`src/rtl/vend_sequencer.sv`:
```
// vend_sequencer: vending controller FSM (collect, calc, dispense, payout).
// Define VEND_AUDIT_EN to add the sales_count/revenue audit counters.
module vend_sequencer #(
  parameter int N          = 7,
  parameter int PRICE0     = 35,
  parameter int PRICE1     = 50,
  parameter int PRICE2     = 65,
  parameter int PRICE3     = 90,
  parameter int MAX_CREDIT = 100,
  parameter int TIMEOUT    = 255
) (
  input  logic         clk,
  input  logic         rstn,
  input  logic         coin_valid,
  input  logic [1:0]   coin_type,
  input  logic         item_valid,
  input  logic [1:0]   item_sel,
  input  logic         cancel,
  input  logic [N-1:0] change_in,
  input  logic         coin_out_ready,
  output logic [15:0]  accumulator,
  output logic [15:0]  item_val,
  output logic         change_calculator_en,
  output logic         coin_reject,
  output logic         price_low,
  output logic         dispense,
  output logic         coin_out_valid,
  output logic [1:0]   coin_out_type,
  output logic         done
`ifdef VEND_AUDIT_EN
  ,
  output logic [15:0]  sales_count,
  output logic [15:0]  revenue
`endif
);
  localparam int TW = $clog2(TIMEOUT + 1);
  typedef enum logic [2:0] {IDLE, COLLECT, CALC, DISPENSE, PAYOUT} state_t;
  state_t         state_q;
  logic [15:0]    acc_q, item_q, coin_amt, price;
  logic [N-1:0]   rem_q, pay;
  logic [TW-1:0]  timer_q;
  logic [1:0]     cot_q;
  logic [16:0]    sum;
  logic           en_q, rej_q, low_q, disp_q, cov_q, done_q, refund, over;
  function automatic logic [N-1:0] amt_of(input logic [1:0] t);
    return t == 2'd0 ? N'(5) : t == 2'd1 ? N'(10) : t == 2'd2 ? N'(25) : N'(50);
  endfunction
  function automatic logic [1:0] pick(input logic [N-1:0] r);
    return r >= N'(50) ? 2'd3 : r >= N'(25) ? 2'd2 : r >= N'(10) ? 2'd1 : 2'd0;
  endfunction
  always_comb begin
    coin_amt = 16'(amt_of(coin_type));
    price    = item_sel == 2'd0 ? 16'(PRICE0) : item_sel == 2'd1 ? 16'(PRICE1) :
               item_sel == 2'd2 ? 16'(PRICE2) : 16'(PRICE3);
    sum      = 17'(acc_q) + 17'(coin_amt);
    over     = sum > 17'(MAX_CREDIT);
    refund   = cancel || timer_q == TW'(TIMEOUT);
    // Next remaining change: fresh result, held value, or after the current coin is taken
    pay      = state_q == CALC ? change_in : state_q == DISPENSE ? rem_q : rem_q - amt_of(cot_q);
  end
  always_ff @(posedge clk) begin
    if (!rstn) begin
      state_q <= IDLE;
      acc_q   <= '0;
      item_q  <= '0;
      rem_q   <= '0;
      timer_q <= '0;
      cot_q   <= '0;
      en_q    <= 1'b0;
      rej_q   <= 1'b0;
      low_q   <= 1'b0;
      disp_q  <= 1'b0;
      cov_q   <= 1'b0;
      done_q  <= 1'b0;
    end else begin
      en_q   <= 1'b0;
      low_q  <= 1'b0;
      disp_q <= 1'b0;
      rej_q  <= coin_valid && state_q != IDLE &&
                (state_q != COLLECT || refund || item_valid || over);
      case (state_q)
        IDLE: if (coin_valid) begin
          acc_q   <= sum[15:0];
          timer_q <= '0;
          state_q <= COLLECT;
        end
        COLLECT: begin
          timer_q <= timer_q + 1'b1;
          if (refund) begin
            item_q  <= '0;
            en_q    <= 1'b1;
            state_q <= CALC;
          end else if (item_valid && acc_q >= price) begin
            item_q  <= price;
            en_q    <= 1'b1;
            state_q <= CALC;
          end else if (item_valid) begin
            low_q   <= 1'b1;
            timer_q <= '0;
          end else if (coin_valid) begin
            timer_q <= '0;
            if (!over) acc_q <= sum[15:0];
          end
        end
        CALC: begin
          rem_q <= pay;
          if (item_q != '0) begin
            disp_q  <= 1'b1;
            state_q <= DISPENSE;
          end else begin
            done_q  <= pay == '0;
            cov_q   <= pay != '0;
            cot_q   <= pick(pay);
            state_q <= PAYOUT;
          end
        end
        DISPENSE: begin
          done_q  <= pay == '0;
          cov_q   <= pay != '0;
          cot_q   <= pick(pay);
          state_q <= PAYOUT;
        end
        PAYOUT: if (done_q) begin
          done_q  <= 1'b0;
          acc_q   <= '0;
          item_q  <= '0;
          state_q <= IDLE;
        end else if (coin_out_ready) begin
          rem_q  <= pay;
          done_q <= pay == '0;
          cov_q  <= pay != '0;
          cot_q  <= pick(pay);
        end
        default: state_q <= IDLE;
      endcase
    end
  end
  assign accumulator          = acc_q;
  assign item_val             = item_q;
  assign change_calculator_en = en_q;
  assign coin_reject          = rej_q;
  assign price_low            = low_q;
  assign dispense             = disp_q;
  assign coin_out_valid       = cov_q;
  assign coin_out_type        = cot_q;
  assign done                 = done_q;
`ifdef VEND_AUDIT_EN
  logic [15:0] sales_q, rev_q;
  always_ff @(posedge clk) begin
    if (!rstn) begin
      sales_q <= '0;
      rev_q   <= '0;
    end else if (disp_q) begin
      sales_q <= sales_q + 16'd1;
      rev_q   <= rev_q + item_q;
    end
  end
  assign sales_count = sales_q;
  assign revenue     = rev_q;
`endif
endmodule
```
`config.mk`:
```
export PLATFORM = sky130hd
export DESIGN_NAME = vend_sequencer
export DESIGN_NICKNAME = d
export VERILOG_FILES = /design/src/rtl/vend_sequencer.sv
export SDC_FILE = /design/constraint.sdc
export NUM_CORES = 1
export LEC_CHECK = 0
export BUFFER_PORTS_ARGS = -buffer_cell sky130_fd_sc_hd__buf_2
export CORE_ASPECT_RATIO = 1.25
export CORE_MARGIN = 2
export CORE_UTILIZATION = 30
export DETAILED_ROUTE_END_ITERATION = 6
export GPL_TIMING_DRIVEN = 0
export HOLD_SLACK_MARGIN = 0.15
export PLACE_DENSITY = 0.53
export SLEW_MARGIN = 10
export SYNTH_ARGS = -nofsm -noshare
export SYNTH_HDL_FRONTEND = slang
export SYNTH_SLANG_ARGS = --single-unit
```
`constraint.sdc`:
```
create_clock -name clk -period 4.2 [get_ports clk]
set_input_delay 1.26 -clock clk [delete_from_list [all_inputs] [get_ports clk]]
set_output_delay 1.26 -clock clk [all_outputs]
set_load 0.02 [all_outputs]
```
# After elaboration in Yosys (flattened, before gate mapping)
# Index checks and enable logic that the tools add are counted.
# Widths: inputs -> output; s select.
# classes
addsub,3
mul,0
div,0
order_cmp,5
n_eq_ne,23
shifts,0
n_mux,56
n_bitwise,2
n_reduce_logical,30
# op_table
cell,n
$mux 16,9
$pmux 16 s3,1
$mux 7,6
$mux 8,5
$mux 6,6
$pmux 16 s2,1
$ne 2x2->1 const B,10
$add 16x6->17,1
$gt 17x7->1 const B,1
$ge 16x7->1,1
$pmux 8 s2,1
$reduce_bool 16->1,1
$mux 3,5
$pmux 3 s5,1
$pmux 7 s2,1
$mux 1,11
$mux 2,5
$reduce_and 3->1,3
$reduce_bool 3->1,3
$add 8x1->8 const B,1
$eq 8x8->1 const B,1
$reduce_and 2->1,4
$reduce_and 8->1,1
$ge 7x4->1 const B,1
other kinds (23),39
# word_totals
regBits,58
latch_bits,0
mem_bits_rw,0
rom_bits,0
n_memories,0

# Longest topological paths before layout
# logic_depth
depth_word,14
mapped_depth,14

# Least setup slack after synthesis
# OpenSTA, ideal clock, no wires.
# synth_path
path_type,input to register
start,input port coin_type[0]
end,"register acc_q[2], in the netlist accumulator[2]"
setup_ns,0.096
arrival_ns,3.725
slack_ns,0.380
path_stages,12
cell_sequence,inv_1 ha_1 ha_1 buf_2 a21oi_2 o211ai_4 and3b_1 a2111oi_4 o2111ai_2 o31ai_4 nand2_4 o41ai_2
# synth_between
elab_chain_len,11
word_cells_on_any_way,17
# synth_rtl
item,line,rtl
start: declaration,15,"input logic [1:0] coin_type,"
$eq 2x2->1,46,return t == 2'd0 ? N'(5) : t == 2'd1 ? N'(10) : t == 2'd2 ? N'(25) : N'(50);
$mux 6 (2 in a row),46,
$mux 6 *,46,
$add 16x6->17 *,55,sum = 17'(acc_q) + 17'(coin_amt);
branches (longest 6 deep; another with $gt 17x7->1),--,
end signal: assignment,83,acc_q <= sum[15:0];
end signal: assignment,102,if (!over) acc_q <= sum[15:0];
end: declaration,39,"logic [15:0] acc_q, item_q, coin_amt, price;"
# Every way passes the cells marked *. The select of a mux whose other input is x is not followed.
# A chain may end at the register's enable or synchronous reset.

# Worst setup path in the final report
# layout_path
start,input port coin_type[0]
end,"register acc_q[8], in the netlist accumulator[8]"
# Same word-level chain as after synthesis.

==> results.cfg <==
[status]
status = completed

[pwr]
combPwrFrac_pct = 35.3
power_mw = 1.548
pwr-share-seq_pct = 33.3
powerDensity_nw_per_um2 = 354.4
clkPwrFrac_pct = 31.4
irDropWorstVdd_uv = 147.4
p_sw_share_pct = 35.08
p_leak_nw = 1.837
p_switching_mw = 0.5429
internal-power_mw = 1.005

[floorplan]
start_util_pct = 30.61
ios = 57
core_um2 = 12050
die_x_um = 103.2
die_y_um = 128.0
rows = 45
dieArea_um2 = 13200

[finish]
antenna_cells = 0
layout-area-overhead-vs-synth_pct = 18.42
drive_above_1_share_pct = 19.06
nets = 573

[placement]
portBuffers = 45
dpl.hpwl_mm = 7.857
place_congestion = 0.8770

[run]
drv_cap = 0

[worst_hold_path]
hold_path_class = reg -> reg
whs_path_depth = 2
holdPathEnd = item_val[6]$_SDFFE_PN0P_
hold_start = item_val[6]$_SDFFE_PN0P_

[timing]
timing.fmax_mhz = 246.7
period_share_pct = 96.51
max_slew_margin_pct = 59.16
tightest_slew_ns = 0.6080
worst_hold_slack_ns = 0.4730
skew_ns = 0.006172
period_needed_ns = 4.053
rsz0062_at_grt = no
final-max-slew-violation-count = 0
hold_viol_final = 0
setup_violations = 0

[logic_synthesis]
synth.distinct_cells = 70
syn_inst = 465
synth-edff-count = 0
ys_seq_area_share_pct = 26.05
synth_flop_cell = dfxtp_1
synth_area_um2 = 3689
async_flop_share_pct = 0
synth_seq_cells = 48
avgSynthCellArea_um2 = 7.932
ys_warn_count = 0

[clock_tree]
cts_buffer_depth = 2
cts-hold-fix-buffers = 0
clockRootBuffer = clkbuf_16
clk_latency_ns = 0.29
cts_buffers = 5
clk_pin_slew_ns = 0.07
clock_sinks = 48
cts_tree = done
htree_levels = 2

[worst_setup_path]
rr_worst_depth = 10
cp-start-kind = input port
arrival_ns = 4.22
crit_path_end_kind = register
rrSetupSlack_ns = 1.14
criticalPathCategory = in -> reg
critical_path.max_fanout = 7
timing.rr.end = accumulator[8]$_SDFFE_PN0P_
cp.required_ns = 4.37
rr_startpoint = accumulator[1]$_SDFFE_PN0P_

[drt]
vias = 3600
routed_wirelength_mm = 9.988
drc = 0
drt-pass1-iter-count = 4
vias_per_cell = 5.187
first_iter_violations = 230
ant_nets = 0
wl_per_cell_um = 14.39

[grt]
grt_pass1_wl_mm = 16.59
grt_max_degree = 15
grtUsageTotal_pct = 15.61
antenna_found_initial = 0
grt_overflow = 0
grt_pass1_vias = 3540
-- synth_stat cells (3+ instances only) --
cell      count  area [um^2]
dfxtp_1      48        960.9
nand2_1      48        180.2
nor2_1       38        142.6
o21ai_0      38        190.2
a21oi_1      29        145.1
ha_1         25        312.8
clkbuf_1     20        75.07
inv_1        19        71.32
nand3_1      19        95.09
mux2i_1      12        120.1
nand2b_1     11        68.82
buf_4        10        75.07
nor3_1        9        45.04
xnor2_1       8        70.07
a211oi_1      7        52.55
a21o_1        7        52.55
nand4_1       7        43.79
and3_1        6        37.54
o211ai_1      6        45.04
o31ai_1       6        45.04
a31o_1        4        35.03
nor2b_1       4        25.02
nor4_1        4        25.02
o21ai_1       4        20.02
o311ai_0      4        35.03
o41ai_2       4        65.06
or2_2         4        25.02
or3_1         4        25.02
a31oi_1       3        18.77
buf_2         3        15.01
nand3b_1      3        22.52
or3b_2        3        26.28
xor2_1        3        26.28
-- worst max-delay path: stages --
cell	delay, ns
buf_2	0.15
inv_1	0.08
ha_1	0.30
ha_1	0.27
buf_2	0.18
a21oi_4	0.20
o211ai_4	0.14
and3b_1	0.26
a2111oi_4	0.34
o2111ai_2	0.22
o31ai_4	0.40
buf_4	0.21
a31o_1	0.15
o41ai_2	0.06
-- cell families (layout without fill, tap and decap cells) --
group | after synthesis | after routing | share of synthesized area [%]
fa+ha+maj | 27 | 27 | 9.566
flops | 48 | 48 | 26.05
buf+inv | 54 | 110 | 6.818
compound gates | 135 | 135 | 26.56
mux | 13 | 13 | 3.562
other cells | 1 | 10 | 0.1017
xor+xnor | 11 | 11 | 2.612
simple gates | 176 | 176 | 24.73
-- layer usage --
metal	up-vias	GRT usage, %	wire length [um]
li1	1801	-	-
met1	1693	19.10	4299
met2	91	27.16	5066
met3	15	2.072	399
met4	0	6.347	222
met5	-	0	0
-- state kept, by name, summed over array words and instances (netlist names) --
signal                cells
item_val                  6
rem_q                     7
done                      1
coin_out_type             2
price_low                 1
timer_q                   8
dispense                  1
coin_out_valid            1
coin_reject               1
state_q                   3
accumulator              16
change_calculator_en      1
-- final cells by class --
| cell class | instances | area, um^2 |
|---|---|---|
| tap | 164 | 205.2 |
| clock buffer | 7 | 152.6 |
| multi-input combinational | 372 | 2520 |
| buffer | 35 | 180.2 |
| inverter | 19 | 71.32 |
| clock inverter | 1 | 30.03 |
| timing repair buffer | 48 | 247.7 |
| fill | 1332 | 7681 |
| sequential | 48 | 960.9 |
-- placed cells by master (no fill, tap or decap), types with 5 or more instances in the layout --
cell	n
and3_1	6
nand3_1	19
clkbuf_16	5
o31ai_1	6
buf_2	48
nand2_1	48
inv_1	19
o211ai_1	6
o21ai_0	37
buf_4	13
nand2b_1	10
nor2_1	38
xnor2_1	8
nor3_1	9
clkbuf_1	20
mux2i_1	12
a211oi_1	7
nand4_1	7
dfxtp_1	48
a21o_1	7
ha_1	25
a21oi_1	29
o21ai_1	5
conb_1	10
-- power groups by stage --
stage | Sequential [mW] | Clock, mW | Combinational (mW)
6_report | 0.515 | 0.487 | 0.546
3_3_place_gp | 0.525 | 0 | 0.523
4_1_cts | 0.515 | 0.502 | 0.532
5_1_grt | 0.520 | 0.521 | 0.610
3_5_place_dp | 0.525 | 0 | 0.529
2_1_floorplan | 0.542 | 0 | 0.379
-- per-stage QoR --
stage	instance area, um^2	setup slack (ns)	setup TNS (ns)	instances	utilization (%)
floorplan	3722	0.3796	0	474	-
global placement	4153	-0.1414	-1.383	683	34.47
detailed placement	4153	-0.1664	-1.754	683	34.47
CTS	4335	0.1223	0	691	35.98
global route	4368	0.008580	0	694	36.25
finish	4368	0.1466	0	694	36.25
-- worst max path at each step --
stage,startpoint,end,slack [ns],depth (start not counted)
after floorplan,coin_type[0],accumulator[2]$_SDFFE_PN0P_,0.38,12
after global placement,coin_type[0],accumulator[2]$_SDFFE_PN0P_,-0.14,13
after detailed placement,coin_type[0],accumulator[2]$_SDFFE_PN0P_,-0.17,13
after CTS,coin_type[0],accumulator[2]$_SDFFE_PN0P_,0.12,13
after global routing,coin_type[0],accumulator[7]$_SDFFE_PN0P_,0.009,14
final,coin_type[0],accumulator[8]$_SDFFE_PN0P_,0.15,14
-- timing repair --
action / 4_1_cts / 5_1_grt
setup endpoints to repair: 0 / 9
gates resized for setup: 0 / 3
buffers inserted: 0 / 3
Note: power is estimated with default switching activity, not from simulation.
